[config.mk]
export PLATFORM = sky130hd
export DESIGN_NAME = time_of_day_counter
export DESIGN_NICKNAME = d
export VERILOG_FILES = /design/src/rtl/time_of_day_counter.sv
export SDC_FILE = /design/constraint.sdc
export NUM_CORES = 1
export LEC_CHECK = 0
export ABC_AREA = 1
export BUFFER_PORTS_ARGS = -buffer_cell sky130_fd_sc_hd__buf_4
export CORE_UTILIZATION = 53
export CTS_BUF_LIST = sky130_fd_sc_hd__clkbuf_8 sky130_fd_sc_hd__clkbuf_16
export DETAILED_ROUTE_END_ITERATION = 16
export GPL_ROUTABILITY_DRIVEN = 0
export HOLD_SLACK_MARGIN = 0.15
export PLACE_DENSITY_LB_ADDON = 0.15
export REMOVE_ABC_BUFFERS = 1
export SYNTH_ARGS = -nofsm -noshare
export SYNTH_HDL_FRONTEND = slang
export SYNTH_SLANG_ARGS = --single-unit
[constraint.sdc]
create_clock -name seconds_clk -period 1.6 [get_ports seconds_clk]
set_input_delay 0.32 -clock seconds_clk [delete_from_list [all_inputs] [get_ports seconds_clk]]
set_output_delay 0.32 -clock seconds_clk [all_outputs]
set_load 0.05 [all_outputs]
[src/rtl/time_of_day_counter.sv]
// Hours/minutes/seconds time-of-day counter with seconds prescaler, 12/24h decode,
// per-field set/inc/dec and day rollover pulse. Optional alarm enabled by TIME_ALARM_EN.
module time_of_day_counter #(
    parameter int TICKS_PER_SEC = 1,
    parameter int RESET_HOUR24  = 0,
    parameter int RESET_MINUTE  = 0,
    parameter int RESET_SECOND  = 0
) (
    input  logic       seconds_clk,
    input  logic       rst,
    input  logic       mode_24h,
    input  logic [1:0] set_mode,
    input  logic       inc,
    input  logic       dec,
`ifdef TIME_ALARM_EN
    input  logic       alarm_load,
    input  logic [4:0] alarm_hour24_in,
    input  logic [5:0] alarm_minute_in,
    input  logic       alarm_arm,
    output logic       alarm_ring,
`endif
    output logic [4:0] hours,
    output logic [5:0] minutes,
    output logic [5:0] seconds,
    output logic       pm,
    output logic       day_pulse
);

    localparam int PW = (TICKS_PER_SEC > 1) ? $clog2(TICKS_PER_SEC) : 1;
    localparam logic [PW-1:0] PRESC_MAX = PW'(TICKS_PER_SEC - 1);

    logic [4:0]    hour24_q, hour24_d;
    logic [5:0]    min_q, min_d;
    logic [5:0]    sec_q, sec_d;
    logic [PW-1:0] presc_q, presc_d;
    logic          day_pulse_q, day_pulse_d;
    logic          tick;
    logic          step_up, step_dn;
    logic [4:0]    hour_mod12;

`ifdef TIME_ALARM_EN
    logic [4:0] alarm_h_q, alarm_h_d;
    logic [5:0] alarm_m_q, alarm_m_d;
    logic       ticked_q, ticked_d;
    logic       ring_q, ring_d;
`endif

    always_comb begin
        hour24_d    = hour24_q;
        min_d       = min_q;
        sec_d       = sec_q;
        presc_d     = '0;
        day_pulse_d = 1'b0;
        tick        = 1'b0;
        step_up     = inc & ~dec;
        step_dn     = dec & ~inc;

        if (set_mode == 2'b00) begin
            if (presc_q == PRESC_MAX) begin
                tick = 1'b1;
            end else begin
                presc_d = presc_q + PW'(1);
            end
        end

        if (tick) begin
            day_pulse_d = (hour24_q == 5'd23) && (min_q == 6'd59) && (sec_q == 6'd59);
            if (sec_q == 6'd59) begin
                sec_d = 6'd0;
                if (min_q == 6'd59) begin
                    min_d    = 6'd0;
                    hour24_d = (hour24_q == 5'd23) ? 5'd0 : hour24_q + 5'd1;
                end else begin
                    min_d = min_q + 6'd1;
                end
            end else begin
                sec_d = sec_q + 6'd1;
            end
        end

        // Set edits touch only the selected field; no carries between fields.
        unique case (set_mode)
            2'b01: begin
                if (step_up) hour24_d = (hour24_q == 5'd23) ? 5'd0 : hour24_q + 5'd1;
                if (step_dn) hour24_d = (hour24_q == 5'd0) ? 5'd23 : hour24_q - 5'd1;
            end
            2'b10: begin
                if (step_up) min_d = (min_q == 6'd59) ? 6'd0 : min_q + 6'd1;
                if (step_dn) min_d = (min_q == 6'd0) ? 6'd59 : min_q - 6'd1;
            end
            2'b11: begin
                if (step_up) sec_d = (sec_q == 6'd59) ? 6'd0 : sec_q + 6'd1;
                if (step_dn) sec_d = (sec_q == 6'd0) ? 6'd59 : sec_q - 6'd1;
            end
            default: ;
        endcase
    end

`ifdef TIME_ALARM_EN
    always_comb begin
        alarm_h_d = alarm_h_q;
        alarm_m_d = alarm_m_q;
        if (alarm_load) begin
            alarm_h_d = (alarm_hour24_in > 5'd23) ? 5'd23 : alarm_hour24_in;
            alarm_m_d = (alarm_minute_in > 6'd59) ? 6'd59 : alarm_minute_in;
        end
        ticked_d = tick;
        // Match is checked on the registered time the tick just produced, so set edits never ring.
        ring_d   = alarm_arm && (ring_q || (ticked_q && hour24_q == alarm_h_q &&
                                           min_q == alarm_m_q && sec_q == 6'd0));
    end

    always_ff @(posedge seconds_clk or negedge rst) begin
        if (!rst) begin
            alarm_h_q <= 5'd0;
            alarm_m_q <= 6'd0;
            ticked_q  <= 1'b0;
            ring_q    <= 1'b0;
        end else begin
            alarm_h_q <= alarm_h_d;
            alarm_m_q <= alarm_m_d;
            ticked_q  <= ticked_d;
            ring_q    <= ring_d;
        end
    end

    assign alarm_ring = ring_q;
`endif

    always_ff @(posedge seconds_clk or negedge rst) begin
        if (!rst) begin
            hour24_q    <= 5'(RESET_HOUR24);
            min_q       <= 6'(RESET_MINUTE);
            sec_q       <= 6'(RESET_SECOND);
            presc_q     <= '0;
            day_pulse_q <= 1'b0;
        end else begin
            hour24_q    <= hour24_d;
            min_q       <= min_d;
            sec_q       <= sec_d;
            presc_q     <= presc_d;
            day_pulse_q <= day_pulse_d;
        end
    end

    assign hour_mod12 = (hour24_q >= 5'd12) ? hour24_q - 5'd12 : hour24_q;
    assign hours      = mode_24h ? hour24_q : ((hour_mod12 == 5'd0) ? 5'd12 : hour_mod12);
    assign minutes    = min_q;
    assign seconds    = sec_q;
    assign pm         = (hour24_q >= 5'd12);
    assign day_pulse  = day_pulse_q;

endmodule

==> results.toml <==
[drt]
dr.first_iter.drc_count = 189
firstDrtPassIters = 6
wire_per_inst_um = 15.1
via_count = 2457
ant_nets = 0
drc = 0
wirelength_um = 6490
viasPerCell = 5.71

[final_layout]
area.growth.synth_to_final_pct = 38.8
final_nets = 404
post-route-util_pct = 80.3
drive_above_1_share_pct = 30.7
stdcell_area_um2 = 2780
fillers = 266
num_antenna_cells = 0

[floorplan]
chipHeight_um = 63.5
io_pins = 26
die-area_um2 = 4030
coreArea_um2 = 3470
rows = 21
die_w_um = 63.5
start_util_pct = 57.8

[logic_synthesis]
netlist_top_cells_area = "dfrtp_1, nand2_1, nand3_1"
synth.top_cell.area_share_pct = 22.5
yosys_warnings = 0
synth_top_family_by_area = "simple AND/OR/NAND/NOR gates"
ys_ff_latch = 18
synthesis.area_um2 = 2010
synthXorXnorAreaFrac_pct = 2.62
ys_seq_area_share_pct = 22.5
yosys.area_share.simple_pct = 49.5
yosysUniqueCellTypes = 27
synthAdderAreaFrac_pct = 7.49
syn_avg_cell_area_um2 = 6.23
synth-compound-area-share_pct = 9.11
synthCells = 322
synthMuxAreaShare_pct = 0
yosysTopAreaCell = "dfrtp_1"

[place]
place_area_um2 = 2460
port_buffers = 25
post-dp-hpwl_um = 4140

[critical_path]
crit_arrival_ns = 1.79
slowest_delay_ns = 0.45
crit_chain = "ha_4 > a21oi_4 > nand3_2 > nand3_4 > nor2_4 > a21oi_2 > buf_6"
critical_path_class = "reg -> out"
crit_path_end_kind = "output port"
cp_data_required_time_ns = 1.28
worstSetupStartpointType = "flip-flop"
crit_fanout = 4
critPathSlowestCell = "dfrtp_2"

[sta]
worst_slack_ns = -0.510
fin_setup_tns_ns = -2.77
rsz0062_at_grt = "true"
tightestPinTransition_ns = 0.475
final_max_slew_viol_count = 0
max_freq_ghz = 0.474
final-hold-violation-count = 0
period_needed_ns = 2.11
slew_headroom_pct = 68.3
finClkSkew_ns = 0.00250
timing.final.setup_violations = 7
worst_hold_slack_ns = 0.374
fin_crit_sh_pct = 132

[clock_network]
clockBufferDepth = 2
path_clk_slew_ns = 0.07
h-tree-depth = 1
clock_sinks = 18
clk_latency_ns = 0.26
cts_tree = "done"
cts_buffers = 3
cts_root_buf = "clkbuf_8"

[grt]
antenna_found_initial = 0
grt_pass1_wl_um = 9930
grt_max_degree = 19
track_usage_pct = 30.6
grt_pass1_vias = 2219
grt.overflow.total = 0

[pwr]
irDropWorstVdd_v = 0.00134
power_density_nw_per_um2 = 2140
p_leak_nw = 1.49
power.total_mw = 5.96

[run]
drv_cap = 0

[run_status]
violations = "negative setup slack"
status = "complete, but fails checks"

[min_path]
hp-class = "in -> reg"
[critical path: cells and delay by family (launching register included)]
kind,cells,cell delay [ns]
flip-flops,1,0.45
AND/OR/NAND/NOR,3,0.36
AO/OA/AOI/OAI,2,0.33
buffers and inverters,1,0.18
adder cells (fa/ha/maj),1,0.21
[synthesized netlist by cell type (all sizes together)]
library cell and instances:
a21oi 10, buf 7, clkbuf 1, dfrtp 18, ha 12, inv 32, nand2 119, nand3 44
nand4 14, nor2 35, nor3 2, o211ai 7, o21a 1, o21ai 12, o22ai 2, xnor2 3
xor2 3
[what timing repair did]
item,in CTS,in global routing
pin swaps,10,12
hold buffers,1,0
cloned,0,0
setup endpoints to repair,7,13
endpoints found under the hold margin,18,0
resized for setup,25,29
buffers inserted,2,3
[report_power, final]
part	internal, mW	switching [mW]
clock network	0.219	0.170
logic	1.79	2.78
registers	0.657	0.344
[final timing paths]
path,from,slack (ns),endpoint,depth (start not counted)
max in group asynchronous,rst,0.91,hour24_q[3],2
min,set_mode[1],0.37,seconds[1],4
min in group asynchronous,rst,0.46,seconds[5],2
max reg2reg,hour24_q[3],-0.04,hour24_q[4],10
max,hour24_q[3],-0.51,hours[1],7
min reg2reg,minutes[3],0.67,minutes[3],2
[per-layer routing]
| metal | vias to the layer above | track usage (%) | part of all wire (%) |
|---|---|---|---|
| met5 | - | 0 | 0 |
| met4 | 0 | 10.5 | 5.1 |
| met3 | 35 | 2.90 | 7.7 |
| met2 | 142 | 51.6 | 48 |
| met1 | 1098 | 40.5 | 39 |
| li1 | 1182 | - | - |
[area by class of cell]
class / instances / area [um^2] / area share (%)
tap: 46 / 57.6 / 2.07
multi-input combinational: 264 / 1560 / 56.1
sequential: 18 / 455 / 16.4
timing repair buffer: 66 / 532 / 19.1
clock buffer: 4 / 55.1 / 1.98
inverter: 32 / 123 / 4.40
[layout by cell type, fill, tap and decap left out, drive strengths merged, types with 4 or more instances in the layout]
cell type / count
nand2: 119
a21oi: 10
nor2: 35
nand3: 44
o211ai: 7
inv: 32
dfrtp: 18
nand4: 14
o21ai: 12
clkbuf: 4
ha: 12
buf: 65
[kinds of logic (layout without fill, tap and decap cells)]
| kind of cell | Yosys count | after routing |
|---|---|---|
| xor+xnor | 6 | 6 |
| simple gates | 214 | 214 |
| fa+ha+maj | 12 | 12 |
| flops | 18 | 18 |
| buf+inv | 40 | 102 |
| compound gates | 32 | 32 |
[sequential cells by signal (all words and copies together) (netlist names)]
register and cells:
seconds 6, minutes 6, day_pulse 1, hour24_q 5
[per-stage QoR]
step	cells	worst slack (ns)
floorplan	314	-1.06
global placement	420	-0.228
detailed placement	420	-0.273
CTS	427	-0.399
global route	430	-0.573
finish	430	-0.510
Power figures use the tool's default switching activity.
